[src/rtl/uart_periph.sv]
// APB-slave UART: 8N1 transmitter and receiver, each behind a small FWFT FIFO.
// Register map (PADDR[3:2]): 0 USR status, 1 reserved, 2 UTD tx push, 3 URD rx pop.
module uart_periph #(
    parameter int unsigned CLK_FREQ   = 100_000_000,
    parameter int unsigned BAUD_RATE  = 9600,
    parameter int unsigned FIFO_DEPTH = 4
) (
    input  logic        PCLK,
    input  logic        PRESET,
    input  logic [3:0]  PADDR,
    input  logic [31:0] PWDATA,
    input  logic        PWRITE,
    input  logic        PENABLE,
    input  logic        PSEL,
    output logic [31:0] PRDATA,
    output logic        PREADY,
    input  logic        rx,
    output logic        tx
);

    localparam int unsigned BaudDivRaw = CLK_FREQ / (BAUD_RATE * 16);
    localparam int unsigned BaudDiv    = (BaudDivRaw == 0) ? 1 : BaudDivRaw;
    localparam int unsigned BaudW      = (BaudDiv > 1) ? $clog2(BaudDiv) : 1;
    localparam int unsigned AddrW      = $clog2(FIFO_DEPTH);

    typedef enum logic [1:0] {TxIdle, TxStart, TxData, TxStop} tx_state_e;
    typedef enum logic [1:0] {RxIdle, RxStart, RxData, RxStop} rx_state_e;

    // ------------------------------------------------------------------
    // APB decode
    // ------------------------------------------------------------------
    logic       apb_access;
    logic       apb_rd;
    logic       apb_wr;
    logic [1:0] reg_sel;
    logic       usr_clr;
    logic       unused_apb;

    assign apb_access = PSEL & PENABLE;
    assign apb_rd     = apb_access & ~PWRITE;
    assign apb_wr     = apb_access & PWRITE;
    assign reg_sel    = PADDR[3:2];
    assign usr_clr    = apb_rd & (reg_sel == 2'd0);
    assign unused_apb = ^{PADDR[1:0], PWDATA[31:8]};

    // ------------------------------------------------------------------
    // Baud generator: free-running 16x oversample tick
    // ------------------------------------------------------------------
    logic [BaudW-1:0] baud_cnt_q, baud_cnt_d;
    logic             tick;

    // Tick on the last count, then wrap.
    always_comb begin
        tick       = (baud_cnt_q == BaudW'(BaudDiv - 1));
        baud_cnt_d = tick ? '0 : baud_cnt_q + 1'b1;
    end

    // Baud counter register.
    always_ff @(posedge PCLK or negedge PRESET) begin
        if (!PRESET) baud_cnt_q <= '0;
        else         baud_cnt_q <= baud_cnt_d;
    end

    // ------------------------------------------------------------------
    // TX FIFO
    // ------------------------------------------------------------------
    logic [7:0]   tx_mem [FIFO_DEPTH];
    logic [AddrW:0] tx_wr_q, tx_rd_q;
    logic         tx_empty, tx_full;
    logic [7:0]   tx_head;
    logic         tx_push_req, tx_push_ok, tx_pop;

    assign tx_empty    = (tx_wr_q == tx_rd_q);
    assign tx_full     = (tx_wr_q[AddrW] != tx_rd_q[AddrW]) &&
                         (tx_wr_q[AddrW-1:0] == tx_rd_q[AddrW-1:0]);
    assign tx_head     = tx_mem[tx_rd_q[AddrW-1:0]];
    assign tx_push_req = apb_wr & (reg_sel == 2'd2);
    // A pop on the same edge frees a slot, so a push to a full FIFO still lands.
    assign tx_push_ok  = tx_push_req & (~tx_full | tx_pop);

    // TX FIFO pointers.
    always_ff @(posedge PCLK or negedge PRESET) begin
        if (!PRESET) begin
            tx_wr_q <= '0;
            tx_rd_q <= '0;
        end else begin
            if (tx_push_ok) tx_wr_q <= tx_wr_q + 1'b1;
            if (tx_pop)     tx_rd_q <= tx_rd_q + 1'b1;
        end
    end

    // TX FIFO storage; contents are don't-care while the pointers say empty.
    always_ff @(posedge PCLK) begin
        if (tx_push_ok) tx_mem[tx_wr_q[AddrW-1:0]] <= PWDATA[7:0];
    end

    // ------------------------------------------------------------------
    // RX FIFO
    // ------------------------------------------------------------------
    logic [7:0]   rx_mem [FIFO_DEPTH];
    logic [AddrW:0] rx_wr_q, rx_rd_q;
    logic         rx_empty, rx_full;
    logic [7:0]   rx_head;
    logic         rx_push_req, rx_push_ok, rx_pop;
    logic [7:0]   rx_push_data;

    assign rx_empty   = (rx_wr_q == rx_rd_q);
    assign rx_full    = (rx_wr_q[AddrW] != rx_rd_q[AddrW]) &&
                        (rx_wr_q[AddrW-1:0] == rx_rd_q[AddrW-1:0]);
    assign rx_head    = rx_mem[rx_rd_q[AddrW-1:0]];
    assign rx_pop     = apb_rd & (reg_sel == 2'd3) & ~rx_empty;
    assign rx_push_ok = rx_push_req & (~rx_full | rx_pop);

    // RX FIFO pointers.
    always_ff @(posedge PCLK or negedge PRESET) begin
        if (!PRESET) begin
            rx_wr_q <= '0;
            rx_rd_q <= '0;
        end else begin
            if (rx_push_ok) rx_wr_q <= rx_wr_q + 1'b1;
            if (rx_pop)     rx_rd_q <= rx_rd_q + 1'b1;
        end
    end

    // RX FIFO storage.
    always_ff @(posedge PCLK) begin
        if (rx_push_ok) rx_mem[rx_wr_q[AddrW-1:0]] <= rx_push_data;
    end

    // ------------------------------------------------------------------
    // TX FSM
    // ------------------------------------------------------------------
    tx_state_e  tx_state_q, tx_state_d;
    logic [3:0] tx_tick_q, tx_tick_d;
    logic [2:0] tx_bit_q, tx_bit_d;
    logic [7:0] tx_shift_q, tx_shift_d;
    logic       tx_out_q, tx_out_d;

    // Next-state: every bit boundary lands on a baud tick, so each bit lasts 16 ticks.
    always_comb begin
        tx_state_d = tx_state_q;
        tx_tick_d  = tx_tick_q;
        tx_bit_d   = tx_bit_q;
        tx_shift_d = tx_shift_q;
        tx_out_d   = tx_out_q;
        tx_pop     = 1'b0;
        case (tx_state_q)
            TxIdle: begin
                if (tick && !tx_empty) begin
                    tx_pop     = 1'b1;
                    tx_shift_d = tx_head;
                    tx_out_d   = 1'b0;
                    tx_tick_d  = '0;
                    tx_state_d = TxStart;
                end
            end
            TxStart: begin
                if (tick) begin
                    if (tx_tick_q == 4'd15) begin
                        tx_tick_d  = '0;
                        tx_bit_d   = '0;
                        tx_out_d   = tx_shift_q[0];
                        tx_state_d = TxData;
                    end else begin
                        tx_tick_d = tx_tick_q + 4'd1;
                    end
                end
            end
            TxData: begin
                if (tick) begin
                    if (tx_tick_q == 4'd15) begin
                        tx_tick_d = '0;
                        if (tx_bit_q == 3'd7) begin
                            tx_out_d   = 1'b1;
                            tx_state_d = TxStop;
                        end else begin
                            tx_bit_d   = tx_bit_q + 3'd1;
                            tx_shift_d = {1'b0, tx_shift_q[7:1]};
                            tx_out_d   = tx_shift_q[1];
                        end
                    end else begin
                        tx_tick_d = tx_tick_q + 4'd1;
                    end
                end
            end
            TxStop: begin
                if (tick) begin
                    if (tx_tick_q == 4'd15) begin
                        tx_tick_d = '0;
                        // Chain straight into the next start bit: no idle gap.
                        if (!tx_empty) begin
                            tx_pop     = 1'b1;
                            tx_shift_d = tx_head;
                            tx_out_d   = 1'b0;
                            tx_state_d = TxStart;
                        end else begin
                            tx_state_d = TxIdle;
                        end
                    end else begin
                        tx_tick_d = tx_tick_q + 4'd1;
                    end
                end
            end
            default: tx_state_d = TxIdle;
        endcase
    end

    // TX state register; reset forces the line idle-high at once.
    always_ff @(posedge PCLK or negedge PRESET) begin
        if (!PRESET) begin
            tx_state_q <= TxIdle;
            tx_tick_q  <= '0;
            tx_bit_q   <= '0;
            tx_shift_q <= '0;
            tx_out_q   <= 1'b1;
        end else begin
            tx_state_q <= tx_state_d;
            tx_tick_q  <= tx_tick_d;
            tx_bit_q   <= tx_bit_d;
            tx_shift_q <= tx_shift_d;
            tx_out_q   <= tx_out_d;
        end
    end

    assign tx = tx_out_q;

    // ------------------------------------------------------------------
    // RX synchronizer and FSM
    // ------------------------------------------------------------------
    logic       rx_meta_q, rx_sync_q;
    rx_state_e  rx_state_q, rx_state_d;
    logic [3:0] rx_tick_q, rx_tick_d;
    logic [2:0] rx_bit_q, rx_bit_d;
    logic [7:0] rx_shift_q, rx_shift_d;
    logic       rx_ovf_set, rx_ferr_set;

    // Two-flop synchronizer for the asynchronous rx pin.
    always_ff @(posedge PCLK or negedge PRESET) begin
        if (!PRESET) begin
            rx_meta_q <= 1'b1;
            rx_sync_q <= 1'b1;
        end else begin
            rx_meta_q <= rx;
            rx_sync_q <= rx_meta_q;
        end
    end

    assign rx_push_data = rx_shift_q;

    // Next-state: confirm start at tick 8, then sample every 16 ticks (bit mid-points).
    always_comb begin
        rx_state_d  = rx_state_q;
        rx_tick_d   = rx_tick_q;
        rx_bit_d    = rx_bit_q;
        rx_shift_d  = rx_shift_q;
        rx_push_req = 1'b0;
        rx_ovf_set  = 1'b0;
        rx_ferr_set = 1'b0;
        case (rx_state_q)
            RxIdle: begin
                if (tick && !rx_sync_q) begin
                    rx_tick_d  = '0;
                    rx_state_d = RxStart;
                end
            end
            RxStart: begin
                if (tick) begin
                    if (rx_tick_q == 4'd7) begin
                        rx_tick_d = '0;
                        rx_bit_d  = '0;
                        // A high line at mid-start was only a glitch.
                        rx_state_d = rx_sync_q ? RxIdle : RxData;
                    end else begin
                        rx_tick_d = rx_tick_q + 4'd1;
                    end
                end
            end
            RxData: begin
                if (tick) begin
                    if (rx_tick_q == 4'd15) begin
                        rx_tick_d  = '0;
                        rx_shift_d = {rx_sync_q, rx_shift_q[7:1]};
                        rx_bit_d   = rx_bit_q + 3'd1;
                        if (rx_bit_q == 3'd7) rx_state_d = RxStop;
                    end else begin
                        rx_tick_d = rx_tick_q + 4'd1;
                    end
                end
            end
            RxStop: begin
                if (tick) begin
                    if (rx_tick_q == 4'd15) begin
                        rx_tick_d  = '0;
                        rx_state_d = RxIdle;
                        if (rx_sync_q) begin
                            rx_push_req = 1'b1;
                            // Same-edge CPU pop makes room, so only a true full drops.
                            if (rx_full && !rx_pop) rx_ovf_set = 1'b1;
                        end else begin
                            rx_ferr_set = 1'b1;
                        end
                    end else begin
                        rx_tick_d = rx_tick_q + 4'd1;
                    end
                end
            end
            default: rx_state_d = RxIdle;
        endcase
    end

    // RX state register.
    always_ff @(posedge PCLK or negedge PRESET) begin
        if (!PRESET) begin
            rx_state_q <= RxIdle;
            rx_tick_q  <= '0;
            rx_bit_q   <= '0;
            rx_shift_q <= '0;
        end else begin
            rx_state_q <= rx_state_d;
            rx_tick_q  <= rx_tick_d;
            rx_bit_q   <= rx_bit_d;
            rx_shift_q <= rx_shift_d;
        end
    end

    // ------------------------------------------------------------------
    // Sticky status and APB read mux
    // ------------------------------------------------------------------
    logic ovf_q, ovf_d;
    logic ferr_q, ferr_d;
    logic [4:0] usr;

    // New events win over a same-edge clear so none is lost.
    always_comb begin
        ovf_d  = (ovf_q & ~usr_clr) | rx_ovf_set;
        ferr_d = (ferr_q & ~usr_clr) | rx_ferr_set;
    end

    // Sticky flag registers.
    always_ff @(posedge PCLK or negedge PRESET) begin
        if (!PRESET) begin
            ovf_q  <= 1'b0;
            ferr_q <= 1'b0;
        end else begin
            ovf_q  <= ovf_d;
            ferr_q <= ferr_d;
        end
    end

    assign usr = {ferr_q, ovf_q, (tx_empty && (tx_state_q == TxIdle)), ~tx_full, ~rx_empty};

    // Zero-wait-state handshake; bus outputs held low while in reset.
    assign PREADY = apb_access & PRESET;

    // Read data from the addressed register during a read access phase, else zero.
    always_comb begin
        PRDATA = '0;
        if (apb_rd && PRESET) begin
            case (reg_sel)
                2'd0:    PRDATA = {27'd0, usr};
                2'd3:    PRDATA = rx_empty ? 32'd0 : {24'd0, rx_head};
                default: PRDATA = '0;
            endcase
        end
    end

endmodule

[config.mk]
export PLATFORM = sky130hd
export DESIGN_NAME = uart_periph
export DESIGN_NICKNAME = d
export VERILOG_FILES = /design/src/rtl/uart_periph.sv
export SDC_FILE = /design/constraint.sdc
export NUM_CORES = 1
export LEC_CHECK = 0
export ABC_AREA = 1
export BUFFER_PORTS_ARGS = -buffer_cell sky130_fd_sc_hd__buf_4
export CAP_MARGIN = 20
export CELL_PAD_IN_SITES_DETAIL_PLACEMENT = 0
export CELL_PAD_IN_SITES_GLOBAL_PLACEMENT = 1
export CORE_ASPECT_RATIO = 0.6
export CORE_UTILIZATION = 47
export CTS_BUF_LIST = sky130_fd_sc_hd__clkbuf_8
export DETAILED_ROUTE_END_ITERATION = 8
export PLACE_DENSITY = 0.91
export SLEW_MARGIN = 20
export SYNTH_ARGS = -nofsm -noshare
export SYNTH_HDL_FRONTEND = slang
export SYNTH_SLANG_ARGS = --single-unit
[constraint.sdc]
create_clock -name PCLK -period 2.63 [get_ports PCLK]
set_input_delay 0.526 -clock PCLK [delete_from_list [all_inputs] [get_ports PCLK]]
set_output_delay 0.526 -clock PCLK [all_outputs]
set_load 0.01 [all_outputs]
==> results.cfg <==
[pwr]
irDropWorstVdd_mv = 0.2850
p_leak_uw = 0.003262
power.density_nw_per_um2 = 635.6

[hold_path]
holdPathEnd = rx_meta_q$_DFF_PN1_
min_path_cells = 1
hold_class = in2reg
min-delay-start = rx

[cts]
cts_tree = done
clk_latency_ns = 0.44
cts-buffers-inserted = 17
post_cts_buffers = 0
clockRootBuffer = clkbuf_8
cts.clk_slew.worst_paths_ns = 0.08
clk_path_buf_depth = 2
clock-sinks = 125
htree_levels = 4

[drt]
wl_per_cell_microns = 14.67
drt_iter0_markers = 404
dr.pass1.iters = 4
routed_wl_microns = 13030
ant_nets = 0
routed_via_density = 5.068
vias = 4500
drc_errors = 0

[floorplanning]
die_area_sq_um = 13790
design.core.area_sq_um = 12890
die_w_microns = 150.9
ios = 76
chipHeight_microns = 91.37
row_count = 32
initial_utilization_pct = 48.52

[placed_design]
dp_hpwl_microns = 9259
io_buffers = 25
gp_congestion = 0.8701
placed_area_sq_um = 6610

[yosys]
syn_area_sq_um = 6256
synth-seq-cells = 125
synth.distinct_cells = 36
ys_seq_area_share_pct = 55.18
syn_inst = 658
yosysWarnings = 0
synth.avg_cell_area_sq_um = 9.508

[status]
outcome = finished clean

[layout]
drive_gt1_share_pct = 15.32
final_common_cell = nand2_1
fillers = 1123
multi_input_area_sq_um = 2376
layout_common_cells = 165 x nand2_1, 64 x edfxtp_1, 62 x inv_1
fin_util_pct = 54.37
final-seq-area_sq_um = 3455
syn2layout_area_growth_pct = 12.04
nets = 774
post-route-cell-area_sq_um = 7009
insertedDiodeCount = 0

[setup_path]
critPathLaunchType = flop
path_class = reg2out
timing.rr.end = tx_mem[0][0]$_DFFE_PP_
ff2ff_path_depth = 9
worstPathMaxFanout = 14
timing.rr.start = tx_state_q[0]$_DFFE_PN0P_
end_kind = primary output
r2r_slack_ns = 0.32
crit_required_ns = 2.10
arrival_ns = 2.03

[global_route]
grtUsageTotal_pct = 20.91
met1_usage_pct = 30.22
antenna_found_initial = 0
grt_pass1_vias = 4350
grt-ovfl-total = 0
grt-busiest-layer = met1
grtUsageMet3_pct = 5.729
met2_usage_pct = 30.12
grt_max_degree = 62
grt_first_pass_wirelength_microns = 21650

[timing]
setup-violations-final = 0
fmax_mhz = 390.8
rsz0062_at_grt = false
tightest_slew_ns = 0.7988
fin_setup_tns_ns = 0
hold_viol_final = 0
timing.final.crit_share_pct = 97.29
maxSlewViolCount = 0
whs_ns = 0.1947
final.setup_skew_ns = 0.01050
slew_headroom_pct = 46.74
final.min_clock_period_ns = 2.559

[job]
maxCapViolations = 0
[routing by layer]
layer	vias up	wire length, microns	share of wire (%)
met4	0	110	0.84
li1	2233	-	-
met3	15	789	6.1
met5	-	0	0
met2	145	5723	44
met1	2107	6407	49
[flip-flops by register name, summed over array words and instances (netlist names), 2 cells and up, named ones only]
| name | cells |
|---|---|
| rx_tick_q | 4 |
| rx_push_data | 8 |
| tx_rd_q | 3 |
| tx_state_q | 2 |
| rx_wr_q | 3 |
| rx_mem | 32 |
| rx_rd_q | 3 |
| tx_wr_q | 3 |
| rx_bit_q | 3 |
| baud_cnt_q | 10 |
| tx_bit_q | 3 |
| tx_mem | 32 |
| tx_shift_q | 8 |
| tx_tick_q | 4 |
[synth_stat cells]
library cell | count | area (sq um)
nand2_1 | 165 | 619.3
edfxtp_1 | 64 | 1922
inv_1 | 62 | 232.7
dfrtp_1 | 58 | 1451
nor2_1 | 52 | 195.2
nand3_1 | 50 | 250.2
o21ai_0 | 32 | 160.2
buf_4 | 27 | 202.7
ha_1 | 27 | 337.8
nand4_1 | 17 | 106.4
a21oi_1 | 14 | 70.07
o21ai_1 | 14 | 70.07
xor2_1 | 11 | 96.34
o22ai_1 | 8 | 50.05
nand3_2 | 6 | 60.06
nor3_1 | 5 | 25.02
buf_2 | 4 | 20.02
clkbuf_1 | 4 | 15.01
nand2_2 | 4 | 25.02
nor2_2 | 4 | 25.02
xnor2_1 | 4 | 35.03
dfstp_2 | 3 | 78.83
inv_2 | 3 | 11.26
nand3b_1 | 3 | 22.52
or2_2 | 3 | 18.77
buf_6 | 2 | 22.52
inv_4 | 2 | 12.51
nand2_4 | 2 | 22.52
a21oi_4 | 1 | 16.27
conb_1 | 1 | 3.750
nand3_4 | 1 | 17.52
nor2_4 | 1 | 11.26
nor2_8 | 1 | 20.02
nor3_2 | 1 | 10.01
o21bai_1 | 1 | 7.510
o21bai_2 | 1 | 11.26
[logic make-up (layout without fill, tap and decap cells)]
kind of cell / Yosys count / count (layout) / share of synthesized area [%]
AO/OA/AOI/OAI: 71 / 71 / 6.160
XOR/XNOR: 15 / 15 / 2.100
adder cells (fa/ha/maj): 27 / 27 / 5.400
buffers and inverters: 104 / 141 / 8.260
flip-flops: 125 / 125 / 55.18
other: 1 / 24 / 0.05994
AND/OR/NAND/NOR: 315 / 315 / 22.84
[where the power goes]
group | internal (uW) | total, uW | switching (uW)
clock network | 808 | 1680 | 869
registers | 2090 | 2160 | 68.9
logic | 219 | 615 | 396
total | 3120 | 4460 | 1330
[what timing repair did]
item                       in CTS  in global routing
gates resized for setup         0                  3
hold buffers                    0                  0
setup endpoints to repair       0                  6
[area by class of cell]
| type | instances | share of cell area, % |
|---|---|---|
| timing repair buffer | 42 | 4.498 |
| multi-input combinational | 452 | 33.90 |
| inverter | 67 | 3.659 |
| tap | 170 | 3.035 |
| clock buffer | 18 | 3.534 |
| clock inverter | 14 | 2.089 |
| sequential | 125 | 49.29 |
[worst max-delay path by stage]
stage | start | end | slack [ns] | cells past startpoint
2_1_floorplan | PADDR[2] | PRDATA[0] | 0.46 | 5
3_3_place_gp | tx_state_q[0]$_DFFE_PN0P_ | tx_mem[3][0]$_DFFE_PP_ | 0.43 | 9
3_5_place_dp | PADDR[2] | PRDATA[0] | 0.34 | 8
4_1_cts | tx_rd_q[1]$_DFFE_PN0P_ | PRDATA[2] | 0.006 | 7
5_1_grt | rx_rd_q[0]$_DFFE_PN0P_ | PRDATA[0] | 0.002 | 7
6_report | rx_rd_q[0]$_DFFE_PN0P_ | PRDATA[0] | 0.07 | 7
[per-stage QoR]
stage                     cells  worst slack, ns  power [uW]
after CTS                   888         0.005977        4478
after floorplan             681           0.4619        2622
after global routing        888         0.002021        4665
after global placement      856           0.4329        2781
after detailed placement    856           0.3376        2807
final                       888          0.07132        4455
[critical path, cell delays in order (launching register included)]
cell and delay, ns:
dfrtp_1 0.43, inv_1 0.17, buf_4 0.23, nor2_1 0.07, o21ai_0 0.27, a21oi_1 0.11
nor3_1 0.16, buf_4 0.15
Note: power is estimated with default switching activity, not from simulation.
